$ cat config.mk
export PLATFORM = sky130hd
export DESIGN_NAME = tm_class_argmax
export DESIGN_NICKNAME = d
export VERILOG_FILES = /design/src/rtl/tm_class_argmax.sv
export SDC_FILE = /design/constraint.sdc
export NUM_CORES = 1
export LEC_CHECK = 0
export CAP_MARGIN = 10
export CORE_MARGIN = 3
export CORE_UTILIZATION = 30
export CTS_BUF_LIST = sky130_fd_sc_hd__clkbuf_16
export DETAILED_ROUTE_END_ITERATION = 10
export MAX_ROUTING_LAYER = met4
export SYNTH_ARGS = -nofsm -noshare
export SYNTH_HDL_FRONTEND = slang
export SYNTH_SLANG_ARGS = --single-unit
$ cat constraint.sdc
create_clock -name clk -period 4.75 [get_ports clk]
set_input_delay 0.95 -clock clk [delete_from_list [all_inputs] [get_ports clk]]
set_output_delay 0.95 -clock clk [all_outputs]
set_load 0.05 [all_outputs]
$ cat src/rtl/tm_class_argmax.sv
// tm_class_argmax
//
// Decision stage of the TM classifier. When the classifier signals
// completion (rising edge of sums_valid), the ten signed class sums are
// latched. They are then scanned one class per cycle to find the
// largest. The winning class index and its sum are presented on a
// valid/ready handshake.
//
// Ports:
//   clk                     system clock, rising edge
//   rst_flag_n              synchronous active-low reset
//   class_sum_1..10         signed class sums (class_sum_k is class k-1)
//   sums_valid              classifier done level; a rising edge starts a decision
//   pred_ready              consumer accepts the prediction
//   pred_valid              prediction available
//   pred_class              winning class index 0..9
//   pred_sum                class sum of the winner
//   pred_margin             (TM_ARGMAX_MARGIN_EN only) best minus second-best sum
//   busy                    high while scanning or holding a prediction
//   overrun                 sticky: a start arrived while busy
//
// Optional feature macro: TM_ARGMAX_MARGIN_EN adds the pred_margin output
// and the second-best tracking logic.

module tm_class_argmax #(
  parameter int INT_SIZE    = 32,
  parameter int NUM_CLASSES = 10
) (
  input  logic                       clk,
  input  logic                       rst_flag_n,
  input  logic signed [INT_SIZE-1:0] class_sum_1,
  input  logic signed [INT_SIZE-1:0] class_sum_2,
  input  logic signed [INT_SIZE-1:0] class_sum_3,
  input  logic signed [INT_SIZE-1:0] class_sum_4,
  input  logic signed [INT_SIZE-1:0] class_sum_5,
  input  logic signed [INT_SIZE-1:0] class_sum_6,
  input  logic signed [INT_SIZE-1:0] class_sum_7,
  input  logic signed [INT_SIZE-1:0] class_sum_8,
  input  logic signed [INT_SIZE-1:0] class_sum_9,
  input  logic signed [INT_SIZE-1:0] class_sum_10,
  input  logic                       sums_valid,
  input  logic                       pred_ready,
  output logic                       pred_valid,
  output logic [3:0]                 pred_class,
  output logic signed [INT_SIZE-1:0] pred_sum,
  output logic                       busy,
`ifdef TM_ARGMAX_MARGIN_EN
  output logic [INT_SIZE:0]          pred_margin,
`endif
  output logic                       overrun
);

  localparam int CNT_W = $clog2(NUM_CLASSES);
  localparam logic [CNT_W-1:0] LAST_IDX = CNT_W'(NUM_CLASSES - 1);

  typedef enum logic [1:0] {IDLE, SCAN, DONE} state_t;

  state_t                     state_q, state_d;
  logic                       sv_q, sv_d;
  logic signed [INT_SIZE-1:0] sums_q [NUM_CLASSES];
  logic signed [INT_SIZE-1:0] sums_d [NUM_CLASSES];
  logic signed [INT_SIZE-1:0] sums_in [NUM_CLASSES];
  logic signed [INT_SIZE-1:0] best_sum_q, best_sum_d;
  logic [CNT_W-1:0]           best_idx_q, best_idx_d;
  logic [CNT_W-1:0]           cnt_q, cnt_d;
  logic                       pred_valid_q, pred_valid_d;
  logic [3:0]                 pred_class_q, pred_class_d;
  logic signed [INT_SIZE-1:0] pred_sum_q, pred_sum_d;
  logic                       busy_q, busy_d;
  logic                       overrun_q, overrun_d;
  logic                       start;
  logic signed [INT_SIZE-1:0] cur_sum;
`ifdef TM_ARGMAX_MARGIN_EN
  localparam logic signed [INT_SIZE-1:0] MIN_SUM = {1'b1, {(INT_SIZE-1){1'b0}}};
  logic signed [INT_SIZE-1:0] second_sum_q, second_sum_d;
  logic [INT_SIZE:0]          pred_margin_q, pred_margin_d;
`endif

  assign sums_in[0] = class_sum_1;
  assign sums_in[1] = class_sum_2;
  assign sums_in[2] = class_sum_3;
  assign sums_in[3] = class_sum_4;
  assign sums_in[4] = class_sum_5;
  assign sums_in[5] = class_sum_6;
  assign sums_in[6] = class_sum_7;
  assign sums_in[7] = class_sum_8;
  assign sums_in[8] = class_sum_9;
  assign sums_in[9] = class_sum_10;

  // sv_q was reset to 0, so a level already high at reset release is a start
  assign start = sums_valid & ~sv_q;

  // Guarded select so counter codes beyond the last class never index out of range
  always_comb begin
    cur_sum = '0;
    for (int i = 0; i < NUM_CLASSES; i++) begin
      if (cnt_q == CNT_W'(i)) cur_sum = sums_q[i];
    end
  end

  always_comb begin
    state_d      = state_q;
    sv_d         = sums_valid;
    sums_d       = sums_q;
    best_sum_d   = best_sum_q;
    best_idx_d   = best_idx_q;
    cnt_d        = cnt_q;
    pred_valid_d = pred_valid_q;
    pred_class_d = pred_class_q;
    pred_sum_d   = pred_sum_q;
    overrun_d    = overrun_q;
`ifdef TM_ARGMAX_MARGIN_EN
    second_sum_d  = second_sum_q;
    pred_margin_d = pred_margin_q;
`endif

    case (state_q)
      IDLE: begin
        if (start) begin
          // Class 0 seeds the running best; the scan starts at class 1
          sums_d     = sums_in;
          best_sum_d = sums_in[0];
          best_idx_d = '0;
          cnt_d      = CNT_W'(1);
`ifdef TM_ARGMAX_MARGIN_EN
          second_sum_d = MIN_SUM;
`endif
          state_d    = SCAN;
        end
      end

      SCAN: begin
        if (start) overrun_d = 1'b1;
        // Strict compare: ties keep the earlier (lower) index
        if (cur_sum > best_sum_q) begin
          best_sum_d = cur_sum;
          best_idx_d = cnt_q;
`ifdef TM_ARGMAX_MARGIN_EN
          second_sum_d = best_sum_q;
        end else if (cur_sum > second_sum_q) begin
          // A tie with the best lands here, which drives the margin to zero
          second_sum_d = cur_sum;
`endif
        end
        cnt_d = cnt_q + CNT_W'(1);
        // The final compare and the output load happen on the same edge
        if (cnt_q == LAST_IDX) begin
          state_d      = DONE;
          pred_valid_d = 1'b1;
          pred_class_d = 4'(best_idx_d);
          pred_sum_d   = best_sum_d;
`ifdef TM_ARGMAX_MARGIN_EN
          pred_margin_d = {best_sum_d[INT_SIZE-1], best_sum_d}
                        - {second_sum_d[INT_SIZE-1], second_sum_d};
`endif
        end
      end

      DONE: begin
        if (start) overrun_d = 1'b1;
        if (pred_ready) begin
          pred_valid_d = 1'b0;
          state_d      = IDLE;
        end
      end

      default: state_d = IDLE;
    endcase

    busy_d = (state_d != IDLE);
  end

  always_ff @(posedge clk) begin
    if (!rst_flag_n) begin
      state_q      <= IDLE;
      sv_q         <= 1'b0;
      for (int i = 0; i < NUM_CLASSES; i++) sums_q[i] <= '0;
      best_sum_q   <= '0;
      best_idx_q   <= '0;
      cnt_q        <= '0;
      pred_valid_q <= 1'b0;
      pred_class_q <= '0;
      pred_sum_q   <= '0;
      busy_q       <= 1'b0;
      overrun_q    <= 1'b0;
`ifdef TM_ARGMAX_MARGIN_EN
      second_sum_q  <= '0;
      pred_margin_q <= '0;
`endif
    end else begin
      state_q      <= state_d;
      sv_q         <= sv_d;
      sums_q       <= sums_d;
      best_sum_q   <= best_sum_d;
      best_idx_q   <= best_idx_d;
      cnt_q        <= cnt_d;
      pred_valid_q <= pred_valid_d;
      pred_class_q <= pred_class_d;
      pred_sum_q   <= pred_sum_d;
      busy_q       <= busy_d;
      overrun_q    <= overrun_d;
`ifdef TM_ARGMAX_MARGIN_EN
      second_sum_q  <= second_sum_d;
      pred_margin_q <= pred_margin_d;
`endif
    end
  end

  assign pred_valid = pred_valid_q;
  assign pred_class = pred_class_q;
  assign pred_sum   = pred_sum_q;
  assign busy       = busy_q;
  assign overrun    = overrun_q;
`ifdef TM_ARGMAX_MARGIN_EN
  assign pred_margin = pred_margin_q;
`endif

endmodule

==> results.json, run 1 <==
{
  "place_ws_ps": -286,
  "drive_above_1_share_pct": 9.01,
  "hpwl_um": 60700,
  "reg2reg_slack_ps": 130,
  "grt_start_max_net_pins": 230,
  "maxCapViolations": 0,
  "p_comb_share_pct": 18.8,
  "hold_path_class": "reg -> reg",
  "syn_nets": 2686,
  "tritoncts_num_sinks": 402,
  "numCtsBuffers": 45,
  "cp-start-kind": "register",
  "antenna_left": 0,
  "die-area_mm2": 0.0648,
  "firstDrtPassIters": 5,
  "via_per_inst": 5.20,
  "grt_pass1_wl_um": 113000,
  "peakVddDrop_mv": 0.210,
  "outcome": "completed",
  "core_mm2": 0.0607,
  "yosysWarnings": 0,
  "cp-end-kind": "register",
  "async_flop_share_pct": 0,
  "portBuffers": 362,
  "finalCritPeriodShare_pct": 97.4,
  "report.final.hold_viol_count": 0,
  "setup_viol": 0,
  "io_pins": 363,
  "worst_pin_slew_ps": 1150,
  "synth_ff_type": "dfxtp_1",
  "grt_pass1_vias": 17734,
  "antenna_found_initial": 3,
  "route.detailed.drc": 0,
  "die_x_um": 255,
  "hold_depth": 2,
  "post-route-min-period_ps": 4620,
  "seq_power_share_pct": 41.7,
  "clock_skew_ps": 27.5,
  "clockBufferDepth": 3,
  "cp.required_ps": 5180,
  "yosysUniqueCellTypes": 63,
  "clkPwrFrac_pct": 39.6,
  "timing.final.ws_setup_ps": 125,
  "powerDensity_mw_per_mm2": 354,
  "cts_tree": "done",
  "p_int_mw": 6.41,
  "synthCells": 2322,
  "hold_ws_ps": 464,
  "synth_edf_count": 0,
  "postLayoutCoreUtil_pct": 41.5,
  "fin_setup_tns_ps": 0,
  "ff2ff_path_depth": 19,
  "fillCellCount": 6028,
  "p_leak_nw": 9.38,
  "die_h_um": 255,
  "wl_per_cell_um": 22.7,
  "grt.overflow.total": 0,
  "syn_area_mm2": 0.0185,
  "synth-seq-area-share_pct": 43.4,
  "swShare_pct": 27.9,
  "wirelength_um": 79100,
  "clk_latency_ps": 580,
  "syn_to_final_growth_pct": 35.8,
  "worstSetupPathType": "reg -> reg",
  "maxSlewHeadroom_pct": 23.2,
  "worstPathMaxFanout": 17,
  "ys_seq_elements": 402,
  "place_congestion": 0.895,
  "max_freq_ghz": 0.216,
  "htree_levels": 2,
  "path_clk_slew_ps": 60,
  "rows": 90,
  "final_nets": 3029,
  "cp.arrival_ps": 5050,
  "drt_iter0_drc": 1676,
  "slew_viol_final": 0,
  "cts-root-buf": "clkbuf_16",
  "initial_core_util_pct": 30.5,
  "vias": 18120,
  "postCtsHoldBufs": 0,
  "grt_usage_pct": 24.3,
  "switchingPower_mw": 2.49,
  "syn_area_per_cell_um2": 7.98
}
[area by class of cell]
class / instances / area [um2] / share of cell area (%)
sequential: 402 / 8050 / 32.0
inverter: 39 / 146 / 0.582
antenna: 5 / 12.5 / 0.0497
multi-input combinational: 1691 / 9790 / 38.9
clock buffer: 46 / 1150 / 4.57
tap: 782 / 978 / 3.89
timing repair buffer: 486 / 4740 / 18.8
clock inverter: 32 / 307 / 1.22
[layer usage]
layer / routed length, um / track usage (%) / vias up
met5: 0 / - / -
met1: 36500 / 33.5 / 8704
met4: 2500 / 7.97 / 0
met2: 35000 / 36.5 / 619
li1: - / - / 8691
met3: 5110 / 3.58 / 106
[synthesized netlist by cell type, drive strengths merged (10+ instances only)]
cell type / instances / share of area [%]
o21bai: 17 / 0.71
nand2: 754 / 15
nand3: 10 / 0.27
mux2i: 33 / 1.8
nor2: 48 / 0.99
nor3: 37 / 1.0
ha: 40 / 2.7
o22ai: 48 / 1.6
a22oi: 19 / 0.77
a2bb2oi: 16 / 0.76
clkbuf: 150 / 3.0
o21ai: 135 / 3.6
a221oi: 42 / 2.1
dfxtp: 402 / 43
a21oi: 49 / 1.3
a221o: 13 / 0.70
inv: 39 / 0.79
buf: 40 / 1.4
a21boi: 320 / 13
a31oi: 15 / 0.59
o221ai: 14 / 0.66
[cells by family (layout without fill, tap and decap cells)]
kind of cell	count (synthesis)	count (layout)	share of synthesized area (%)
AO/OA/AOI/OAI	712	712	26.9
adder cells (fa/ha/maj)	40	40	2.70
XOR/XNOR	2	2	0.0945
multiplexers	33	33	1.78
AND/OR/NAND/NOR	904	904	19.9
buffers and inverters	229	603	5.18
other	0	5	0
flip-flops	402	402	43.4
[sequential cells by signal (all words and copies together), names as in the netlist]
| signal | cells |
|---|---|
| best_idx_q | 4 |
| best_sum_q | 32 |
| busy | 1 |
| cnt_q | 4 |
| overrun | 1 |
| pred_class | 4 |
| pred_sum | 32 |
| pred_valid | 1 |
| state_q | 2 |
| sums_q | 320 |
| sv_q | 1 |
[critical path, cell delays in order, from the launching register on]
cell	delay (ps)
dfxtp_1	320
buf_4	140
ha_1	250
nor4b_4	370
buf_12	170
buf_4	170
a221oi_1	110
nor3_2	410
o221ai_2	230
a31oi_4	280
ha_4	180
nand4_1	170
a211o_1	290
a31oi_1	190
o311ai_0	190
buf_4	190
a21oi_4	210
buf_12	220
mux2i_1	270
a21oi_1	90
[power groups by stage]
stage                     Sequential [mW]  Combinational, mW  Clock (mW)
after detailed placement             3.77               1.61           0
after CTS                            3.70               1.62        3.57
final                                3.71               1.67        3.52
after global placement               3.77               1.60           0
after global routing                 3.72               1.80        3.72
after floorplan                      3.71              0.842           0
[placed cells by master (no fill, tap or decap), types with 28 or more instances in the layout]
cell type        instances
nand2_1                752
dfxtp_1                400
clkdlybuf4s50_1        361
a21boi_0               320
buf_4                  109
o21ai_0                101
inv_1                   48
a21oi_1                 48
nor2_1                  46
clkbuf_16               46
o22ai_1                 44
a221oi_1                39
ha_1                    39
o21ai_1                 34
mux2i_1                 33
nor3_1                  28
[metrics by stage]
stage | total power [mW] | std cells | instance area (um2)
after floorplan | 4.55 | 2322 | 18500
after global placement | 5.37 | 3394 | 23400
after detailed placement | 5.38 | 3394 | 23400
after CTS | 8.89 | 3472 | 24900
after global routing | 9.24 | 3481 | 25200
final | 8.90 | 3483 | 25200
[repair_timing]
action                     4_1_cts  5_1_grt
setup endpoints to repair       72       72
pin swaps                        1       13
gates resized for setup          6       41
hold endpoints to repair         0        0
buffers inserted                 0        6
[path summary, 6_finish.rpt]
path                      startpoint                         to
min reg2reg  sums_q[43]$_SDFFE_PN0P_    sums_q[43]$_SDFFE_PN0P_
min          sums_q[43]$_SDFFE_PN0P_    sums_q[43]$_SDFFE_PN0P_
max reg2reg    cnt_q[0]$_SDFFE_PN0P_  pred_sum[26]$_SDFFE_PN0P_
max            cnt_q[0]$_SDFFE_PN0P_  pred_sum[26]$_SDFFE_PN0P_
Note: power is estimated with default switching activity, not from simulation.
==> run 2, diff against run 1 <==
Settings changed: ABC_AREA set to 1, CTS_BUF_LIST sky130_fd_sc_hd__clkbuf_16 to sky130_fd_sc_hd__clkbuf_8.
==> run 2 against run 1 <==
Net effect: synthesized area up 3.7%; critical path depth up 10; utilization down 1.5 points; die area up 3.6%; clock-buffer cell count up 46; clock power down 5%; sequential power up 1%; first-iteration DRC count down 3.7%.
==> results.json, run 2 <==
{
  "placedCellCount": 3945,
  "cp-end-kind": "register",
  "antenna_found_initial": 7,
  "fin_cells": 4083,
  "firstDrtPassIters": 5,
  "hpwl_um": 59300,
  "htree_levels": 3,
  "die-area_mm2": 0.0671,
  "wirelength_um": 80300,
  "holdPathEnd": "sums_q[137]$_SDFFE_PN0P_",
  "final_cell_mix": "491 x o21ai_0, 471 x nand2_1, 443 x inv_1",
  "cts_tree": "done",
  "post-route-min-period_ps": 4460,
  "io_pins": 363,
  "slew_viol_final": 0,
  "synth_edf_count": 0,
  "synthTopCellsByArea": "dfxtp_1 42%, o21ai_0 13%, nand2_1 9.2%, inv_1 8.1%, a21oi_1 7.4%",
  "grt.overflow.total": 0,
  "path_clk_slew_ps": 60,
  "hold_path_class": "reg -> reg",
  "rsz0062_at_grt": "false",
  "largest_reg_flops": 320,
  "die_x_um": 259,
  "cp-start-kind": "register",
  "grt_pass1_wl_um": 116000,
  "max_freq_ghz": 0.224,
  "grt_usage_pct": 23.8,
  "clock_skew_ps": 42.0,
  "maxCapViolations": 0,
  "cts-root-buf": "clkbuf_8",
  "tritoncts_num_sinks": 402,
  "worstHoldStart": "sums_q[137]$_SDFFE_PN0P_",
  "drive_above_1_share_pct": 6.04,
  "crit_top_cell": "nand2_1",
  "slowest_stage": "dfxtp_1",
  "cpPeakStageDelay_ps": 400,
  "placed_cell_area_mm2": 0.0238,
  "grt_pass1_vias": 18378,
  "setup_viol": 0,
  "ys_seq_elements": 402,
  "synth_top_cells_by_count": "491 x o21ai_0, 471 x nand2_1, 415 x inv_1",
  "reg2reg_from": "cnt_q[0]$_SDFFE_PN0P_",
  "worst_pin_slew_ps": 985,
  "hold_depth": 2,
  "synth_most_common_cell": "o21ai_0",
  "synth_ff_type": "dfxtp_1",
  "async_flop_share_pct": 0,
  "yosysWarnings": 0,
  "synth.top_cell.area_share_pct": 41.9,
  "powerDensity_mw_per_mm2": 374,
  "syn_area_mm2": 0.0192,
  "core_mm2": 0.0632,
  "antenna_left": 0,
  "cp.arrival_ps": 4990,
  "r2r_end": "pred_sum[14]$_SDFFE_PN0P_",
  "postLayoutCoreUtil_pct": 40.0,
  "syn_nets": 3230,
  "final_nets": 3539,
  "die_h_um": 259,
  "synthCells": 2866,
  "clockBufferDepth": 3,
  "peakVddDrop_mv": 0.161,
  "cp.required_ps": 5280,
  "numCtsBuffers": 74,
  "p_leak_nw": 10.8,
  "vias": 19578,
  "yosysUniqueCellTypes": 35,
  "portBuffers": 362,
  "report.final.hold_viol_count": 0,
  "grt_start_max_net_pins": 194,
  "worstSetupPathType": "reg -> reg",
  "crit_start": "cnt_q[0]$_SDFFE_PN0P_",
  "cts_setup_buffers": 0,
  "wl_per_cell_um": 19.7,
  "drt_iter0_drc": 1614,
  "finalPower_mw": 9.43,
  "route.detailed.drc": 0,
  "syn_to_final_growth_pct": 31.4,
  "worstPathMaxFanout": 18,
  "finalCritPeriodShare_pct": 93.9,
  "ff2ff_path_depth": 29,
  "reg2reg_slack_ps": 290,
  "yosysTopAreaCell": "dfxtp_1",
  "rows": 92,
  "clk_latency_ps": 660,
  "synth-seq-area-share_pct": 41.9,
  "via_per_inst": 4.80,
  "final_common_cell": "o21ai_0",
  "outcome": "completed",
  "initial_core_util_pct": 30.4,
  "final_area_mm2": 0.0253,
  "maxSlewHeadroom_pct": 34.3,
  "fin_setup_tns_ps": 0,
  "regMostFlops": "sums_q",
  "syn_area_per_cell_um2": 6.70,
  "place_congestion": 0.884
}
run 2: cell types whose count changed in the layout (fill, tap and decap cells not counted), moves of 92 or more:
cell / delta
a21boi_0: -320
a21oi_1: +234
clkbuf_8: +92
inv_1: +395
nand2_1: -281
nand3_1: +156
nor2_1: +253
o21ai_0: +390
run 2: final cells by class:
cell class              count  area (um2)
inverters                 426        1610
multi-input cells        1845        8790
diodes                      7        17.5
well taps                 846        1060
repair buffers            426        4270
fillers                  6746       37900
clock inverters            39         190
clock buffers              92        1270
flip-flops and latches    402        8050
run 2: worst max-delay path, delay by kind of cell, from the launching register on:
kind | cells | cell delay, ps
simple gates | 19 | 2310
flops | 1 | 400
buf+inv | 6 | 830
fa+ha+maj | 2 | 520
compound gates | 2 | 280
run 2: layer usage:
layer	part of all wire [%]	GRT usage, %	vias up
met4	2.7	7.61	0
met2	44	35.8	622
met1	46	32.1	9066
met5	0	-	-
li1	-	-	9791
met3	7.0	4.83	99
run 2: metrics by stage:
stage          hold slack, ps  setup slack (ps)
5_1_grt                   460              62.8
6_report                  447               290
4_1_cts                   448               249
3_3_place_gp              434               343
2_1_floorplan             425              1410
3_5_place_dp              439               303
run 2: timing repair:
| action | 4_1_cts | 5_1_grt |
|---|---|---|
| hold buffers | 0 | 0 |
| endpoints found under the setup margin | 0 | 54 |
| resized for setup | 0 | 3 |
run 2: worst max path at each step:
stage,endpoint,cells past startpoint
after global routing,pred_sum[20]$_SDFFE_PN0P_,28
after floorplan,best_sum_q[16]$_SDFFE_PN0P_,28
after global placement,pred_sum[4]$_SDFFE_PN0P_,29
after detailed placement,pred_sum[14]$_SDFFE_PN0P_,29
final,pred_sum[14]$_SDFFE_PN0P_,29
after CTS,pred_sum[14]$_SDFFE_PN0P_,29
run 2: power by group:
group	switching [mW]	internal, mW	total [mW]
Combinational	1.48	0.872	2.35
Clock	1.53	1.79	3.33
Sequential	0.106	3.65	3.75
Total	3.12	6.31	9.43
run 2: logic make-up after synthesis:
logic type / Yosys count / synth area share (%)
simple gates: 994 / 21.6
fa+ha+maj: 40 / 2.60
compound gates: 811 / 21.4
buf+inv: 619 / 12.5
flops: 402 / 41.9
==> run 3, diff against run 2 <==
Settings changed: ABC_AREA 1 to unset, CTS_BUF_LIST sky130_fd_sc_hd__clkbuf_8 to sky130_fd_sc_hd__clkbuf_8 sky130_fd_sc_hd__clkbuf_16.
==> run 3 against run 2 <==
Net effect: cell area hardly changed; clock skew is 16 ps lower; wire length is 1.5% lower; utilization is 1.7 points higher; combinational power is 29% lower; first-iteration DRC count is 7.6% higher; global-route usage is 0.46 points higher; via count is 7.1% lower; die area is 3.5% lower; register-to-register slack worse by 170 ps; critical endpoint is now best_sum_q[27]$_SDFFE_PN0P_; largest power group unchanged.
==> results.json, run 3 (synthesis results as in run 1) <==
{
  "worst_pin_slew_ps": 1240,
  "post-route-min-period_ps": 4630,
  "timing.final.ws_setup_ps": 121,
  "initial_core_util_pct": 30.5,
  "vias": 18191,
  "drive_above_1_share_pct": 9.35,
  "hpwl_um": 60700,
  "grt_start_max_net_pins": 230,
  "crit_top_cell": "buf_4",
  "maxSlewHeadroom_pct": 17.1,
  "cp.required_ps": 5180,
  "clock_skew_ps": 25.9,
  "worstSetupPathType": "reg -> reg",
  "finalCritPeriodShare_pct": 97.4,
  "cpPeakStageDelay_ps": 420,
  "die_x_um": 255,
  "reg2reg_slack_ps": 120,
  "cp.depth": 19,
  "highest_layer": "met4",
  "grt_pass1_wl_um": 114000,
  "final_common_cell": "nand2_1",
  "grt_pass1_vias": 17734,
  "antenna_found_initial": 3,
  "path_buf_inv": 5,
  "wl_met1_um": 36100,
  "wl_met2_um": 35000,
  "slowest_stage": "nor3_2",
  "clk_latency_ps": 580,
  "regMostFlops": "sums_q",
  "wl_per_cell_um": 22.7,
  "numCtsBuffers": 45,
  "peakVddDrop_mv": 0.208,
  "final_nets": 3029,
  "htree_levels": 2,
  "die-area_mm2": 0.0648,
  "portBuffers": 362,
  "rows": 90,
  "max_freq_ghz": 0.216,
  "fin_setup_tns_ps": 0,
  "cp_cell_sequence": "buf_4 > ha_1 > nor4b_4 > buf_12 > buf_4 > a221oi_1 > nor3_2 > o221ai_2 > a31oi_4 > ha_4 > nand4_1 > a211o_1 > a31oi_1 > o311ai_0 > buf_4 > a21oi_4 > buf_12 > mux2i_1 > o21ai_1",
  "core_mm2": 0.0607,
  "largest_reg_flops": 320,
  "r2r_end": "best_sum_q[27]$_SDFFE_PN0P_",
  "path_delay_family": "compound AO/OA/AOI/OAI gates",
  "slew_viol_final": 0,
  "cp-end-kind": "register",
  "wirelength_um": 79100,
  "tritoncts_num_sinks": 402,
  "clockBufferDepth": 3,
  "hold_ws_ps": 466,
  "cp-start-kind": "register",
  "setup_viol": 0,
  "antenna_left": 0,
  "io_pins": 363,
  "worstPathMaxFanout": 17,
  "cp.arrival_ps": 5060,
  "grt.overflow.total": 0,
  "p_leak_nw": 9.44,
  "wl_met3_um": 5540,
  "drt_iter0_drc": 1737,
  "reg2reg_from": "cnt_q[0]$_SDFFE_PN0P_",
  "syn_to_final_growth_pct": 36.3,
  "powerDensity_mw_per_mm2": 358,
  "maxCapViolations": 0,
  "hold_path_class": "reg -> reg",
  "ff2ff_path_depth": 19,
  "outcome": "completed",
  "cts_tree": "done",
  "route.detailed.drc": 0,
  "crit_start": "cnt_q[0]$_SDFFE_PN0P_",
  "cts-root-buf": "clkbuf_16",
  "firstDrtPassIters": 5,
  "fillCellCount": 6015,
  "final_cell_mix": "752 x nand2_1, 400 x dfxtp_1, 361 x clkdlybuf4s50_1",
  "place_congestion": 0.895,
  "via_per_inst": 5.22,
  "place_ws_ps": -286,
  "report.final.hold_viol_count": 0,
  "crit_path_end": "best_sum_q[27]$_SDFFE_PN0P_",
  "path_clk_slew_ps": 60,
  "grt_usage_pct": 24.3,
  "die_h_um": 255
}
run 3: cell count changes in the layout (fill, tap and decap cells not counted), sizes merged, moves of 33 or more:
| cell | previous run | this run |
|---|---|---|
| a21boi | 0 | 320 |
| a21oi | 284 | 49 |
| a221oi | 0 | 42 |
| buf | 64 | 124 |
| clkbuf | 93 | 56 |
| inv | 452 | 49 |
| mux2i | 0 | 33 |
| nand2 | 475 | 754 |
| nand3 | 167 | 10 |
| nor2 | 308 | 48 |
| o21ai | 503 | 135 |
| o22ai | 0 | 48 |
run 3: report_power, final:
part	leakage, nW	total (mW)	internal (mW)	switching, mW
registers	3.29	3.71	3.56	0.144
logic	5.35	1.67	0.776	0.894
clock network	0.799	3.67	2.22	1.45
run 3: worst reg2reg max path, cell delays in order (launching register included):
cell and delay (ps):
dfxtp_1 320, buf_4 140, ha_1 250, nor4b_4 380, buf_12 170, buf_4 170, a221oi_1 110, nor3_2 420
o221ai_2 230, a31oi_4 280, ha_4 180, nand4_1 160, a211o_1 280, a31oi_1 200, o311ai_0 190, buf_4 190
a21oi_4 210, buf_12 220, mux2i_1 290, o21ai_1 100
run 3: how the worst min path moves through the flow:
stage                             startpoint  cells past startpoint  slack [ps]                       end
floorplan           sums_q[319]$_SDFFE_PN0P_                      2         440  sums_q[319]$_SDFFE_PN0P_
global placement     sums_q[63]$_SDFFE_PN0P_                      2         450   sums_q[63]$_SDFFE_PN0P_
detailed placement  sums_q[135]$_SDFFE_PN0P_                      2         460  sums_q[135]$_SDFFE_PN0P_
CTS                 sums_q[163]$_SDFFE_PN0P_                      2         470  sums_q[163]$_SDFFE_PN0P_
global route        sums_q[197]$_SDFFE_PN0P_                      2         480  sums_q[197]$_SDFFE_PN0P_
finish               sums_q[43]$_SDFFE_PN0P_                      2         470   sums_q[43]$_SDFFE_PN0P_
run 3: metrics by stage:
step	instances	area, um2	power (mW)	util [%]
4_1_cts	3472	25000	9.04	41.2
3_5_place_dp	3394	23400	5.38	38.6
5_1_grt	3481	25300	9.39	41.6
2_1_floorplan	2322	18500	4.55	-
6_report	3482	25300	9.04	41.6
3_3_place_gp	3394	23400	5.37	38.6
run 3: layer usage:
layer  vias to the layer above  GRT usage, %
li1                       8679             -
met1                      8716          33.4
met2                       688          36.5
met3                       108          3.77
met4                         0          7.97
met5                         -             -
run 3: final cells by class:
cell class	instances	area (um2)	area share [%]
diodes	4	10.0	0.0396
clock buffers	55	1270	5.05
clock inverters	23	273	1.08
inverters	39	146	0.579
multi-input cells	1691	9800	38.8
flip-flops and latches	402	8050	31.9
well taps	782	978	3.87
repair buffers	486	4740	18.7
run 3: repair_timing:
item | 4_1_cts | 5_1_grt
endpoints found under the setup margin | 72 | 72
pin swaps | 1 | 13
setup buffers | 0 | 6
hold buffers | 0 | 0
resized for setup | 6 | 43
cloned | 0 | 0
